$ cat config.mk
export PLATFORM = sky130hd
export DESIGN_NAME = mem_port_arbiter
export DESIGN_NICKNAME = d
export VERILOG_FILES = /design/src/rtl/mem_port_arbiter_pkg.sv /design/src/rtl/mem_port_arbiter.sv
export SDC_FILE = /design/constraint.sdc
export NUM_CORES = 1
export LEC_CHECK = 0
export ABC_AREA = 1
export CAP_MARGIN = 5
export CORE_ASPECT_RATIO = 0.9
export CORE_MARGIN = 10
export CORE_UTILIZATION = 43
export CTS_CLUSTER_SIZE = 16
export DETAILED_ROUTE_END_ITERATION = 8
export PLACE_DENSITY_LB_ADDON = 0.1
export REMOVE_ABC_BUFFERS = 1
export SLEW_MARGIN = 15
export SYNTH_ARGS = -nofsm -noshare
export SYNTH_HDL_FRONTEND = slang
export SYNTH_SLANG_ARGS = --single-unit
$ cat constraint.sdc
create_clock -name clk -period 2 [get_ports clk]
set_clock_uncertainty 0.1 [all_clocks]
set_input_delay 0.2 -clock clk [delete_from_list [all_inputs] [get_ports clk]]
set_output_delay 0.2 -clock clk [all_outputs]
set_load 0.02 [all_outputs]
$ cat src/rtl/mem_port_arbiter_pkg.sv
// Shared types for the fetch/load-store memory port arbiter.
// The owner enum is also used by the pipeline top and hazard unit for debug.
package mem_port_arbiter_pkg;

  typedef enum logic [1:0] {
    IDLE   = 2'd0,
    BUSY_I = 2'd1,
    BUSY_D = 2'd2
  } arb_state_t;

  typedef enum logic {
    OWN_I = 1'b0,
    OWN_D = 1'b1
  } owner_t;

  localparam int STREAK_W = 4;

endpackage

$ cat src/rtl/mem_port_arbiter.sv
// Single-port memory arbiter between F-stage fetch and M-stage load/store.
// One transaction at a time; data wins unless fetch has waited MAX_D_STREAK data grants.
module mem_port_arbiter
  import mem_port_arbiter_pkg::*;
#(
  parameter int ADDR_W       = 32,
  parameter int DATA_W       = 32,
  parameter int MAX_D_STREAK = 4
) (
  input  logic                clk,
  input  logic                reset_x,
  input  logic                Fi_req,
  input  logic [ADDR_W-1:0]   Fi_addr,
  input  logic                Fi_flush,
  input  logic                Mi_req,
  input  logic                Mi_we,
  input  logic [ADDR_W-1:0]   Mi_addr,
  input  logic [DATA_W-1:0]   Mi_wdata,
  input  logic [DATA_W/8-1:0] Mi_be,
  output logic                mem_req,
  output logic                mem_we,
  output logic [ADDR_W-1:0]   mem_addr,
  output logic [DATA_W-1:0]   mem_wdata,
  output logic [DATA_W/8-1:0] mem_be,
  input  logic                mem_ready,
  input  logic [DATA_W-1:0]   mem_rdata,
  output logic [DATA_W-1:0]   Fo_rdata,
  output logic                Fo_valid,
  output logic [DATA_W-1:0]   Mo_rdata,
  output logic                Mo_valid,
  output logic                Fo_stall,
  output logic                Mo_stall
);

  localparam logic [STREAK_W-1:0] STREAK_MAX = STREAK_W'(MAX_D_STREAK);

  arb_state_t          state_q, state_d;
  logic [STREAK_W-1:0] streak_q;
  logic                drop_q;
  logic                elig_f, elig_d;
  logic                grant, done;
  owner_t              grant_own;

  // A requester whose valid is pulsing this cycle has already been served.
  assign elig_f = Fi_req & ~Fo_valid & ~Fi_flush;
  assign elig_d = Mi_req & ~Mo_valid;

  assign Fo_stall = Fi_req & ~Fo_valid;
  assign Mo_stall = Mi_req & ~Mo_valid;

  always_comb begin
    state_d   = state_q;
    grant     = 1'b0;
    grant_own = OWN_I;
    done      = 1'b0;
    unique case (state_q)
      IDLE: begin
        if (elig_d && !(elig_f && (streak_q == STREAK_MAX))) begin
          grant     = 1'b1;
          grant_own = OWN_D;
          state_d   = BUSY_D;
        end else if (elig_f) begin
          grant     = 1'b1;
          grant_own = OWN_I;
          state_d   = BUSY_I;
        end
      end
      BUSY_I, BUSY_D: begin
        if (mem_ready) begin
          done    = 1'b1;
          state_d = IDLE;
        end
      end
      default: state_d = IDLE;
    endcase
  end

  always_ff @(posedge clk or negedge reset_x) begin
    if (!reset_x) begin
      state_q <= IDLE;
    end else begin
      state_q <= state_d;
    end
  end

  always_ff @(posedge clk or negedge reset_x) begin
    if (!reset_x) begin
      mem_req   <= 1'b0;
      mem_we    <= 1'b0;
      mem_addr  <= '0;
      mem_wdata <= '0;
      mem_be    <= '0;
      Fo_rdata  <= '0;
      Fo_valid  <= 1'b0;
      Mo_rdata  <= '0;
      Mo_valid  <= 1'b0;
      drop_q    <= 1'b0;
      streak_q  <= '0;
    end else begin
      Fo_valid <= 1'b0;
      Mo_valid <= 1'b0;

      if (grant) begin
        mem_req <= 1'b1;
        if (grant_own == OWN_D) begin
          mem_we    <= Mi_we;
          mem_addr  <= Mi_addr;
          mem_wdata <= Mi_wdata;
          mem_be    <= Mi_be;
          if (!elig_f) begin
            streak_q <= '0;
          end else if (streak_q != STREAK_MAX) begin
            streak_q <= streak_q + 1'b1;
          end
        end else begin
          mem_we    <= 1'b0;
          mem_addr  <= Fi_addr;
          mem_be    <= '1;
          streak_q  <= '0;
        end
      end

      // A flush landing on the return cycle also discards the instruction.
      if (state_q == BUSY_I) begin
        if (done) begin
          drop_q <= 1'b0;
          if (!(drop_q || Fi_flush)) begin
            Fo_rdata <= mem_rdata;
            Fo_valid <= 1'b1;
          end
        end else if (Fi_flush) begin
          drop_q <= 1'b1;
        end
      end

      if ((state_q == BUSY_D) && done) begin
        Mo_rdata <= mem_rdata;
        Mo_valid <= 1'b1;
      end

      if (done) begin
        mem_req <= 1'b0;
      end
    end
  end

endmodule

==> impl_metrics.json <==
{
  "status": "completed",
  "start_util_pct": 43.78,
  "io-pin-count": 277,
  "drc": 0,
  "power_mw": 15.40,
  "final_common_cell": "nand2_1",
  "clkTransAtPathRegs_ns": 0.06,
  "synthesis.area_mm2": 0.006442,
  "synth_xor_xnor_area_share_pct": 0.2719,
  "wl_met2_um": 8980,
  "swShare_pct": 38.66,
  "setup_viol": 0,
  "cts-root-buf": "clkbuf_16",
  "clock_latency_ns": 0.42,
  "worst-path-buf-inv": 2,
  "pre_cts_slack_ns": 0.08824,
  "worstMarginPinSlew_ns": 0.5791,
  "syn_to_final_growth_pct": 54.85,
  "yosysSeqAreaShare_pct": 55.54,
  "met1Wirelength_um": 8201,
  "required_ns": 2.21,
  "die_w_um": 149.0,
  "grt_pass1_wl_um": 31130,
  "fin_area_mm2": 0.009976,
  "clock_path_buffers": 2,
  "worstSetupPathType": "flop to flop",
  "path_cells": "inv_1 > ha_1 > nand2_1 > nor2_1 > nand2_4 > nand3_4 > buf_4 > nand2_1 > nand2_1 > nand2_1",
  "dp_cells": 1260,
  "fin_cells": 1295,
  "power_density_mw_per_mm2": 1543,
  "final_antenna_net_count": 0,
  "comb_power_share_pct": 47.4,
  "critPathCaptureType": "flop",
  "worst_r2r_endpoint": "mem_addr[29]",
  "synth_top_family_by_area": "simple AND/OR/NAND/NOR gates",
  "p_seq_share_pct": 32.1,
  "synthCells": 801,
  "synth-compound-area-share_pct": 5.982,
  "rsz0062_at_grt": "false",
  "reg2reg_depth": 10,
  "slew_violations": 0,
  "crit_family": "simple AND/OR/NAND/NOR gates",
  "numCtsBuffers": 17,
  "drt_iter0_drc": 376,
  "dr_wl_met3_um": 2313,
  "synth_fa_ha_area_share_pct": 0.9711,
  "nets": 1226,
  "rrSetupSlack_ns": 0.24,
  "synth-seq-cells": 143,
  "ys_types": 24,
  "critical_path.most_common_cell": "nand2_1",
  "synth_mux_area_share_pct": 0,
  "worstPathArrival_ns": 1.97,
  "cts_setup_buffers": 0,
  "yosys.area_share.simple_pct": 24.39,
  "cp_max_fo": 12,
  "wl_per_cell_um": 15.29,
  "overflow": 0,
  "hp-class": "input pin to asynchronous set/reset pin",
  "highest-signal-layer": "met4",
  "internal_power_mw": 9.443,
  "layout_common_cells": "nand2_1 (338), clkdlybuf4s50_1 (273), dfrtp_1 (143), inv_1 (126), o21ai_0 (69)",
  "dieArea_mm2": 0.02029,
  "irDropWorstVdd_v": 0.001059,
  "grtUsageTotal_pct": 19.56,
  "routed_via_density": 4.425,
  "slew_headroom_pct": 61.34,
  "hold_ws_ns": 0.1837,
  "cap_violations": 0,
  "slowest_delay_ns": 0.40,
  "port_buffers": 276,
  "wl_um": 19800,
  "fmax_mhz": 566.9,
  "synth_warnings": 0,
  "grt_max_degree": 57,
  "fp-row-count": 42,
  "gp_congestion": 0.7839,
  "worst_slack_ns": 0.2361,
  "drt_pass1_iterations": 4,
  "cts_num_sinks": 143,
  "hpwl_um": 14450,
  "fin_crit_sh_pct": 88.19,
  "cp_slowest_cell": "dfrtp_1",
  "coreArea_mm2": 0.01471,
  "hold_viol_final": 0,
  "grt_pass1_vias": 5639,
  "p_leak_nw": 5.176,
  "die_h_um": 136.1,
  "post_dp_cell_area_mm2": 0.009383,
  "antenna_found_initial": 1,
  "switchingPower_mw": 5.952,
  "worstReg2RegStart": "streak_q[0]",
  "drive_above_1_share_pct": 5.753,
  "p_clk_share_pct": 20.5,
  "syn_avg_cell_area_um2": 8.043,
  "htreeDepth": 4,
  "dr_total_vias": 5731,
  "min_period_ns": 1.764,
  "critPathLaunchType": "flop",
  "cts_tree": "done"
}
==> what timing repair did <==
item | in CTS | in global routing
setup endpoints to repair | 2 | 0
resized for setup | 2 | 0
hold buffers | 1 | 0
hold endpoints to repair | 45 | 0
==> Yosys cell counts, drive strengths merged <==
cell type,instances,area share (%)
nor2,15,0.99
nand2,340,20
clkbuf,7,0.41
clkinv,17,0.99
ha,5,0.97
a21oi,1,0.25
buf,29,3.8
inv,131,7.7
dfrtp,143,56
nand3,36,3.2
nor4,1,0.097
o21ai,70,5.4
xor2,1,0.14
xnor2,1,0.14
o22ai,3,0.29
nand4,1,0.19
==> power by group through the flow <==
stage	combinational (mW)	sequential, mW	clock, mW
after floorplan	1.93	6.52	0
after global placement	7.32	4.92	0
after detailed placement	7.39	4.95	0
after CTS	7.43	4.95	3.22
after global routing	7.95	5.11	3.37
final	7.30	4.95	3.15
==> cell type report <==
class	count	area (um^2)
fill	1221	4738
sequential	143	3578
timing repair buffer	298	2967
multi-input combinational	474	2039
inverter	148	558.0
clock buffer	20	436.7
tap	198	247.7
clock inverter	12	143.9
antenna	2	5.005
==> sequential cells by signal, indices dropped and copies added, names as in the netlist <==
register,cells
drop_q,1
state_q,2
mem_addr,32
streak_q,4
mem_req,1
mem_wdata,32
mem_we,1
Mo_rdata,32
Fo_rdata,32
mem_be,4
Mo_valid,1
Fo_valid,1
==> through the flow <==
stage          TNS [ns]  util, %
2_1_floorplan    -12.90        -
4_1_cts               0    67.76
6_report              0    67.80
3_5_place_dp          0    63.77
3_3_place_gp          0    63.77
5_1_grt               0    67.78
==> cell families (layout without fill, tap and decap cells) <==
| group | after synthesis | after routing |
|---|---|---|
| and+or+nand+nor | 393 | 393 |
| other | 0 | 2 |
| buffers and inverters | 184 | 478 |
| xor gates and xnor gates | 2 | 2 |
| AOI/OAI and AO/OA | 74 | 74 |
| DFF | 143 | 143 |
| adders and majority gates | 5 | 5 |
==> routing by layer <==
layer / GRT usage (%) / vias up
li1: - / 2934
met5: 0 / -
met4: 5.882 / 0
met3: 9.305 / 18
met2: 29.95 / 211
met1: 24.03 / 2568
==> worst max path at each step <==
stage	start	endpoint	cells after the start
5_1_grt	streak_q[0]	mem_wdata[21]	9
6_report	streak_q[0]	mem_addr[29]	10
3_3_place_gp	Fi_req	mem_addr[29]	9
2_1_floorplan	Mo_valid	streak_q[2]	7
3_5_place_dp	Fi_req	mem_addr[29]	9
4_1_cts	streak_q[0]	mem_addr[29]	10
(Power assumes the default switching activity.)
